$ cat config.mk
export PLATFORM = sky130hd
export DESIGN_NAME = mux_rr_scheduler
export DESIGN_NICKNAME = d
export VERILOG_FILES = /design/src/rtl/mux_rr_scheduler.sv
export SDC_FILE = /design/constraint.sdc
export NUM_CORES = 1
export LEC_CHECK = 0
export CORE_ASPECT_RATIO = 1.5
export CORE_MARGIN = 2
export CORE_UTILIZATION = 45
export CTS_CLUSTER_SIZE = 24
export DETAILED_ROUTE_END_ITERATION = 6
export PLACE_DENSITY_LB_ADDON = 0.05
export SYNTH_ARGS = -nofsm -noshare
export SYNTH_HDL_FRONTEND = slang
export SYNTH_SLANG_ARGS = --single-unit
$ cat constraint.sdc
create_clock -name clk -period 5.73 [get_ports clk]
set_input_delay 0.573 -clock clk [delete_from_list [all_inputs] [get_ports clk]]
set_output_delay 0.573 -clock clk [all_outputs]
set_load 0.005 [all_outputs]
$ cat src/rtl/mux_rr_scheduler.sv
// rtl/mux_rr_scheduler.sv - round-robin scheduler driving a shared N:1 bit mux with bounded bursts

module mux_rr_scheduler #(
    parameter int M        = 4,
    parameter int N        = 2**M,
    parameter int MAX_HOLD = 4
) (
    input  logic         clk,
    input  logic         rst,
    input  logic [N-1:0] req,
    input  logic [N-1:0] in,
    output logic [N-1:0] grant,
    output logic [M-1:0] sel,
    output logic         y,
    output logic         valid
);

    localparam int HW = (MAX_HOLD > 1) ? $clog2(MAX_HOLD) : 1;
    localparam logic [HW-1:0] HOLD_LAST = HW'(MAX_HOLD - 1);

    typedef enum logic {IDLE, BUSY} state_t;

    state_t        state, state_nx;
    logic [M-1:0]  ptr, ptr_nx, sel_nx;
    logic [N-1:0]  grant_nx;
    logic [HW-1:0] hold_cnt, hold_nx;
    logic          do_arb;
    logic [M:0]    win;

    // Rotate req so the priority pointer lands on bit 0, then take the lowest set bit.
    // Result MSB flags "found"; low bits are the absolute winner index (wraps mod N).
    function automatic logic [M:0] pick(input logic [N-1:0] r, input logic [M-1:0] p);
        logic [2*N-1:0] dbl;
        logic [N-1:0]   rot;
        logic [M:0]     res;
        dbl = {r, r} >> p;
        rot = dbl[N-1:0];
        res = '0;
        for (int i = N - 1; i >= 0; i--) begin
            if (rot[i]) begin
                res = {1'b1, M'(i) + p};
            end
        end
        return res;
    endfunction

    always_comb begin
        state_nx = state;
        ptr_nx   = ptr;
        grant_nx = grant;
        sel_nx   = sel;
        hold_nx  = hold_cnt;
        do_arb   = 1'b0;
        case (state)
            IDLE: do_arb = 1'b1;
            BUSY: begin
                if (!req[sel] || hold_cnt == HOLD_LAST) begin
                    ptr_nx = sel + 1'b1;
                    do_arb = 1'b1;
                end else begin
                    hold_nx = hold_cnt + 1'b1;
                end
            end
            default: state_nx = IDLE;
        endcase
        // Re-arbitration on release uses the advanced pointer in the same edge.
        win = pick(req, ptr_nx);
        if (do_arb) begin
            if (win[M]) begin
                state_nx = BUSY;
                grant_nx = N'(1) << win[M-1:0];
                sel_nx   = win[M-1:0];
                hold_nx  = '0;
            end else begin
                state_nx = IDLE;
                grant_nx = '0;
            end
        end
    end

    always_ff @(posedge clk or posedge rst) begin
        if (rst) begin
            state    <= IDLE;
            ptr      <= '0;
            hold_cnt <= '0;
            grant    <= '0;
            sel      <= '0;
            y        <= 1'b0;
            valid    <= 1'b0;
        end else begin
            state    <= state_nx;
            ptr      <= ptr_nx;
            hold_cnt <= hold_nx;
            grant    <= grant_nx;
            sel      <= sel_nx;
            if (state == BUSY) begin
                y     <= in[sel];
                valid <= 1'b1;
            end else begin
                valid <= 1'b0;
            end
        end
    end

endmodule

* Yosys cells after proc, flatten, opt, wreduce, memory -nomap -nowiden
Index checks and enable logic that the tools add are counted.
** Storage, ports and cells
- Flip-flop bits (word level) :: 29
- Input bits :: 34
** Cells by class
- Add/subtract/negate cells :: 17
- Order comparisons :: 1
- Equal/unequal tests :: 1
- Shift-type cells :: 2
- Muxes and demuxes :: 31
- Bitwise operators :: 1
- Reduce and logical (&&, ||, !) cells :: 3
** Operators by type and width (number)
- two-way mux 5 bit :: 16
- adder 4 bit, first input constant :: 8
- >> shifter 32 x 4 -> 16 bit :: 1
- adder 3 x 4 -> 4 bit, first input constant :: 4
- two-way mux 16 bit :: 1
- left shift 1 x 4 -> 16 bit, first input constant :: 1
- adder 2 x 4 -> 4 bit, first input constant :: 2
- binary-select mux 1 bit (select 4 bit) :: 2
- two-way mux 2 bit :: 4
- two-way mux 4 bit :: 2
- < comparator 4 x 5 -> 1 bit, second input constant :: 1
- two-way mux 1 bit :: 5
- adder 1 x 4 -> 4 bit, first input constant :: 1
- adder 4 x 1 -> 4 bit, second input constant :: 1
- adder 2 x 1 -> 2 bit, second input constant :: 1
- equality test 2 bit, second input constant :: 1
- one-hot mux 1 bit (2 select lines) :: 1
- AND reduction 2 bit :: 1
- zero test 1 bit :: 1
- logical OR 1 bit :: 1
- NOT 1 bit :: 1

* Depth between registers and ports, before layout
Gate-level depths: netlist of the first run.
- Word-level depth :: 25
- Gate-level depth with buffers :: 22
- Depth with buffers taken out :: 17

* Worst setup path after synthesis of the first run
No wires, ideal clock.
- Path kind :: in2reg
- From :: input port req[5]
- To :: register grant[4]
- Library setup time :: 96 ps
- Data arrival time :: 5082 ps
- Path slack :: 552 ps
- Stages :: 20
- Cells stage by stage :: clkbuf_1 -> mux4_2 -> o21ai_2 -> o32ai_4 -> nor3_2 -> or2_4 -> buf_8 -> buf_12 -> buf_2 -> clkbuf_1 -> buf_1 -> ha_1 -> nand2_1 -> a21o_1 -> a22o_1 -> o2111a_1 -> or4_1 -> o22ai_2 -> nand4bb_1 -> o31ai_1
** Between the ends
- Cells in the longest elaborated chain, start to end :: 25
- Elaborated cells on any way between the ends :: 42
- Classes of those cells :: add/sub (15); shift (2); mux (23); reduce/logical (2)
** Ends and longest elaborated chain
- start: declaration :: line 10 : input logic [N-1:0] req,
- binary-select mux 1 bit (select 4 bit) (*) :: line 57 : if (!req[sel] || hold_cnt == HOLD_LAST) begin
- two-way mux 1 bit (implied by the code) (*) :: line 57
- zero test 1 bit (*) :: line 57
- logical OR 1 bit (*) :: line 57
- two-way mux 4 bit (*) :: line 57
- two-way mux 4 bit (*) :: line 54 : case (state)
- via ptr_nx[1] :: line 24 : logic [M-1:0] ptr, ptr_nx, sel_nx;
- adder 4 bit or >> shifter 32 x 4 -> 16 bit (tied branches) :: line 41, 36
- two-way mux 5 bit (15 in series) :: line 40 : if (rot[i]) begin
- two-way mux 5 bit (*) :: line 40
- left shift 1 x 4 -> 16 bit :: line 71 : grant_nx = N'(1) << win[M-1:0];
- two-way mux 16 bit (*) :: line 69 : if (win[M]) begin
- end signal: assignment :: line 94 : grant <= grant_nx;
- end: declaration :: line 12 : output logic [N-1:0] grant,
Mark *: on every way through the listed nets, which the timed path passes. The rest lies on a longest branch. The select of a mux whose other input is x is not followed.
A chain may end at the register's enable or synchronous reset.

* Worst setup path in the final report of the first run
- From :: input port req[9]
- To :: register grant[10]
** Between the ends
- Cells in the longest elaborated chain, start to end :: 25
- Elaborated cells on any way between the ends :: 42
- Classes of those cells :: add/sub (15); shift (2); mux (23); reduce/logical (2)
** Ends and longest elaborated chain (line)
- binary-select mux 1 bit (select 4 bit) :: 57
- two-way mux 1 bit (implied by the code) :: 57
- zero test 1 bit :: 57
- logical OR 1 bit :: 57
- two-way mux 4 bit :: 57
- two-way mux 4 bit :: 54
- adder 4 bit or >> shifter 32 x 4 -> 16 bit (tied branches) :: 41, 36
- two-way mux 5 bit (16 in series) :: 40
- left shift 1 x 4 -> 16 bit :: 71
- two-way mux 16 bit :: 69
Parallel ways exist; a longest one is shown, timed or not. The select of a mux whose other input is x is not followed.

==> reports/qor.yml, run 1 <==
layout:
  seq_area_um2: 726
  area.growth.synth_to_final_pct: 21.4
  nets: 706
  multi_input_area_mm2: 0.00368
  drive_gt1_frac: 0.167
  insertedDiodeCount: 0
  fillers: 1001
routing:
  drtIter0Drc: 703
  drc: 0
  avgRoutedWirePerCell_um: 24.2
  routed-via-count: 5641
  drt_wl_total_um: 19500
  vias_per_cell: 7.01
  drtPass1Iterations: 7
  drt.antenna.violating_nets: 0
worst_setup_path:
  critPathMaxFanout: 13
  crit_path_start_kind: "input port"
  crit_path_top_delay_cell: "mux4_1"
  critical_path.max_stage_delay_ns: 0.61
  critPathCaptureType: "flop"
  path_cells: "clkdlybuf4s50_1, mux4_1, nor2_1, o32ai_4, nor3_4, nor2_4, inv_2, buf_4, mux2i_1, a221oi_4, mux2i_1, a311o_1, a211o_1, nor4b_2, o22ai_2, or4_4, o31ai_2"
  required_ns: 5.91
  arrival_ns: 5.77
  cp_num_buf_inv: 3
  cp_top_family: "simple AND/OR/NAND/NOR gates"
  critical_path_class: "in -> reg"
  cp_common_cell: "mux2i_1"
clock_tree:
  hold_buffers: 0
  cts_made_buffers: 5
  cts_sinks: 29
  clk_latency_ns: 0.28
  htree_levels: 2
  path_clk_slew_ns: 0.05
  cts_tree: "done"
  ctsResizeCount: 0
  post_cts_buffers: 0
  cts_root_buf: "clkbuf_16"
  cts_buffer_depth: 2
grt:
  use_met3: 0.0427
  grt.busiest_layer: "met2"
  met2_usage: 0.583
  antenna_found_initial: 0
  grt_pass1_vias: 5361
  grt_max_degree: 56
  grt-ovfl-total: 0
  met1_usage: 0.429
  grt_pass1_wl_um: 30100
  grt_use_total: 0.345
worst_hold_path:
  hold_class: "reg -> reg"
logic_synthesis:
  syn_inst: 602
  synth_nets: 645
  netlist_area_mm2: 0.00474
  synth.avg_cell_area_um2: 7.87
  ys_seq_area_frac: 0.153
  synth_ff_type: "dfrtp_1"
  yosys_warnings: 0
  synth_edf_count: 0
  synth_cell_types: 91
  synth_seq_cells: 29
  synthArstFlopShare: 1.00
sta:
  worst_clock_skew_ns: 0.00890
  setup_viol: 0
  period_needed_ns: 5.60
  worst_pin_slew_ns: 1.07
  grt_setup_unrepaired: "no"
  hold_violations: 0
  fin_crit_sh: 0.977
  whs_ns: 0.477
  max_freq_mhz: 179
  relSlewSlack: 0.288
  drv_slew: 0
  final.setup.tns_ns: 0
floorplan:
  start_util: 0.465
  rows: 45
  floorplan.die_area_mm2: 0.0114
  pin_count: 56
  dieHeight_um: 130
  coreArea_mm2: 0.0102
  fp.dieW_um: 87.8
place:
  io_buffers: 55
  gp_routability_congestion: 1.01
  dp_hpwl_um: 14700
run_status:
  status: "finished clean"
job:
  drv_cap: 0
==> cells in the final DEF, fill, tap and decap left out, types with 17 or more instances in the layout <==
master | netlist | layout
clkdlybuf4s50_1 | 0 | 55
a21oi_1 | 29 | 29
dfrtp_1 | 29 | 29
o31ai_1 | 17 | 17
nor2_1 | 35 | 35
nand3_1 | 61 | 61
o21ai_0 | 39 | 39
mux2i_1 | 25 | 25
buf_4 | 6 | 48
nand2_1 | 51 | 51
==> worst register-to-register path, delay by kind of cell, from the launching register on <==
kind | cells | cell delay [ns]
simple gates | 5 | 1.58
mux | 3 | 1.50
compound gates | 6 | 1.19
flops | 1 | 0.56
buf+inv | 2 | 0.47
==> flip-flops by register name (all words and copies together), names as in the netlist <==
register and count:
grant 16, ptr 4, sel 4, hold_cnt 2, state 1, valid 1
y 1
==> through the flow <==
stage,util,instances,setup WS (ns),area [um^2]
3_3_place_gp,0.546,797,0.127,5560
5_1_grt,0.564,805,0.0189,5750
2_1_floorplan,-,602,0.552,4740
4_1_cts,0.563,805,0.287,5730
3_5_place_dp,0.546,797,0.00328,5560
6_report,0.564,805,0.132,5750
==> logic make-up after synthesis <==
group	synth area share
flops	0.153
simple gates	0.245
fa+ha+maj	0.0238
mux	0.156
xor+xnor	0.0129
buf+inv	0.0734
compound gates	0.336
==> final timing paths <==
| kind | startpoint | end | slack (ns) | cells after the start |
|---|---|---|---|---|
| setup reg to reg | sel[0] | grant[10] | 0.32 | 16 |
| max in group asynchronous | rst | grant[14] | 4.20 | 2 |
| hold / removal | grant[8] | grant[8] | 0.48 | 2 |
| hold reg to reg | grant[8] | grant[8] | 0.48 | 2 |
| setup / recovery | req[9] | grant[10] | 0.13 | 17 |
| min in group asynchronous | rst | state | 0.88 | 2 |
==> final cells by class <==
| type | instances | share of cell area |
|---|---|---|
| timing repair buffer | 104 | 0.162 |
| tap | 141 | 0.0307 |
| clock buffer | 7 | 0.0248 |
| inverter | 17 | 0.0111 |
| multi-input combinational | 506 | 0.640 |
| sequential | 29 | 0.126 |
| clock inverter | 1 | 0.00522 |
==> Yosys cell counts, types with 6 or more instances <==
master,count,area (um^2)
o31ai_1,17,128
o211ai_1,10,75.1
and2_1,6,37.5
buf_4,6,45.0
xnor2_1,7,61.3
a31oi_1,12,75.1
dfrtp_1,29,726
a21oi_1,29,145
a22oi_1,8,60.1
a21o_1,7,52.6
o21ai_0,39,195
ha_1,9,113
clkbuf_1,21,78.8
buf_2,12,60.1
nand3_1,61,305
nand2_1,51,191
mux4_2,12,270
a211oi_1,14,105
a32oi_1,8,70.1
mux2_2,7,78.8
mux2i_1,25,250
inv_1,14,52.6
nor3_1,14,70.1
nor2_1,35,131
nand4_1,14,87.6
==> metal layers <==
metal / share of wire / vias to the layer above / routed length [um]
met3: 0.082 / 84 / 1590
met1: 0.38 / 2702 / 7470
met4: 0.053 / 0 / 1030
li1: - / 2488 / -
met2: 0.48 / 367 / 9370
met5: 0 / - / 0
Power of run 1 is left out: the tool's default activity adds up to more than one toggle a clock period on the data nets, which glitch-free logic cannot reach.
==> inputs of run 2 (changes only) <==
--- a/config.mk
+++ b/config.mk
@@ -7,7 +7,7 @@
 export LEC_CHECK = 0
 export CORE_ASPECT_RATIO = 1.5
 export CORE_MARGIN = 2
-export CORE_UTILIZATION = 45
+export CORE_UTILIZATION = 30
 export CTS_CLUSTER_SIZE = 24
 export DETAILED_ROUTE_END_ITERATION = 6
 export PLACE_DENSITY_LB_ADDON = 0.05
==> constraint.sdc (replaced) <==
create_clock -name clk -period 5.73 [get_ports clk]
set_input_delay 1.146 -clock clk [delete_from_list [all_inputs] [get_ports clk]]
set_output_delay 1.146 -clock clk [all_outputs]
set_load 0.005 [all_outputs]
==> run 2 against run 1 <==
Net effect: cell count grew 24%; register-to-register slack gained 0.57 ns; fmax grew 0.83%; global-route usage shrank 6.8 points; routed wire length grew 21%; worst setup slack gained 0.046 ns; critical path depth grew 3; count of clock-buffer cells in the layout is the same; via count grew 5.9%; flip-flop and latch count is the same; hold slack lost 0.0071 ns; critical path type unchanged; critical endpoint is now grant[6]; largest cell class unchanged.
==> reports/qor.yml, run 2 (same netlist as run 1, synthesis figures left out) <==
run_status:
  status: "finished clean"
place:
  gp_routability_congestion: 0.934
  pre_cts_ws_ns: -0.323
  dp_cells: 989
  io_buffers: 55
  dp_hpwl_um: 18700
floorplan:
  coreArea_mm2: 0.0156
  floorplan.die_area_mm2: 0.0168
  start_util: 0.305
  dieHeight_um: 158
  rows: 56
  fp.dieW_um: 107
  pin_count: 56
routing:
  drt_wl_total_um: 23500
  drtIter0Drc: 562
  drtPass1Iterations: 5
  avgRoutedWirePerCell_um: 23.5
  drc: 0
  drt.antenna.violating_nets: 0
  routed-via-count: 5971
  vias_per_cell: 5.97
clock_tree:
  cts_buffer_depth: 2
  cts_root_buf: "clkbuf_16"
  clk_latency_ns: 0.27
  cts_made_buffers: 5
  hold_buffers: 0
  cts_sinks: 29
  cts_tree: "done"
  path_clk_slew_ns: 0.05
  htree_levels: 2
worst_setup_path:
  critPathMaxFanout: 11
  arrival_ns: 5.73
  critical_path_class: "in -> reg"
  critPathCaptureType: "flop"
  crit_path_start_kind: "input port"
  required_ns: 5.91
  ff2ff_setup_slack_ns: 0.89
sta:
  period_needed_ns: 5.55
  fin_crit_sh: 0.969
  max_freq_mhz: 180
  worst_slack_ns: 0.178
  drv_slew: 0
  setup_viol: 0
  worst_pin_slew_ns: 1.10
  hold_violations: 0
  worst_clock_skew_ns: 0.00234
  whs_ns: 0.470
  relSlewSlack: 0.265
  grt_setup_unrepaired: "yes"
grt:
  grt_max_degree: 30
  grt-ovfl-total: 0
  grt_pass1_vias: 5997
  grt_pass1_wl_um: 35600
  antenna_found_initial: 0
  grt_use_total: 0.278
layout:
  final_cell_mix: "173 x buf_4, 58 x nand3_1, 55 x clkdlybuf4s50_1"
  reg.largest.list: "grant: 16 flops, ptr: 4 flops, sel: 4 flops"
  largest_register: "grant"
  largest_reg_flops: 16
  nets: 839
  area.growth.synth_to_final_pct: 49.1
  insertedDiodeCount: 0
  drive_gt1_frac: 0.344
  fin_cells: 1000
  final_common_cell: "buf_4"
worst_hold_path:
  hold_class: "reg -> reg"
job:
  drv_cap: 0
## run 2: per-layer routing
layer	GRT usage	wire length, um	share of wire	vias up
met4	0.163	1540	0.066	0
met5	0	0	0	-
li1	-	-	-	2756
met1	0.328	8840	0.38	2850
met3	0.0206	1370	0.059	74
met2	0.490	11700	0.50	291
## run 2: final cells by class
cell class / instances / area [um^2]
clock buffers: 7 / 143
clock inverters: 1 / 30.0
fillers: 1579 / 8490
inverters: 17 / 63.8
multi-input cells: 506 / 3850
flip-flops and latches: 29 / 726
well taps: 203 / 254
repair buffers: 237 / 1990
## run 2: repair_timing
action | CTS | global route
pin swaps | 0 | 12
endpoints found under the setup margin | 4 | 19
resized for setup | 1 | 40
buffers inserted | 0 | 3
## run 2: worst max-delay path, cell delays in order
cell	delay, ns
clkdlybuf4s50_1	0.50
mux2_2	0.20
o311ai_2	0.09
buf_4	0.18
o32ai_4	0.42
buf_6	0.18
nor3_2	0.04
or2_4	0.28
buf_4	0.19
buf_4	0.18
a211oi_4	0.20
a21oi_2	0.08
mux2_2	0.30
a22o_1	0.23
o2111a_1	0.26
or4_1	0.52
o22ai_2	0.19
buf_6	0.15
nand4bb_4	0.15
o31ai_1	0.25
## run 2: worst paths after layout
| kind | startpoint | endpoint | depth (start not counted) |
|---|---|---|---|
| worst max-delay path | req[10] | grant[6] | 20 |
| worst min-delay path | grant[14] | grant[14] | 2 |
| worst max register to register | sel[0] | grant[6] | 19 |
| worst min register to register | grant[14] | grant[14] | 2 |
| max in group asynchronous | rst | ptr[0] | 2 |
| min in group asynchronous | rst | grant[10] | 2 |
## run 2: metrics by stage
step                      setup TNS (ns)   util  area (um^2)
final                                  0  0.454         7060
after global placement             -3.66  0.428         6670
after CTS                              0  0.440         6840
after detailed placement           -3.39  0.428         6670
after floorplan                        0      -         4740
after global routing              -0.133  0.454         7060
Power of run 2 is left out for the same reason.
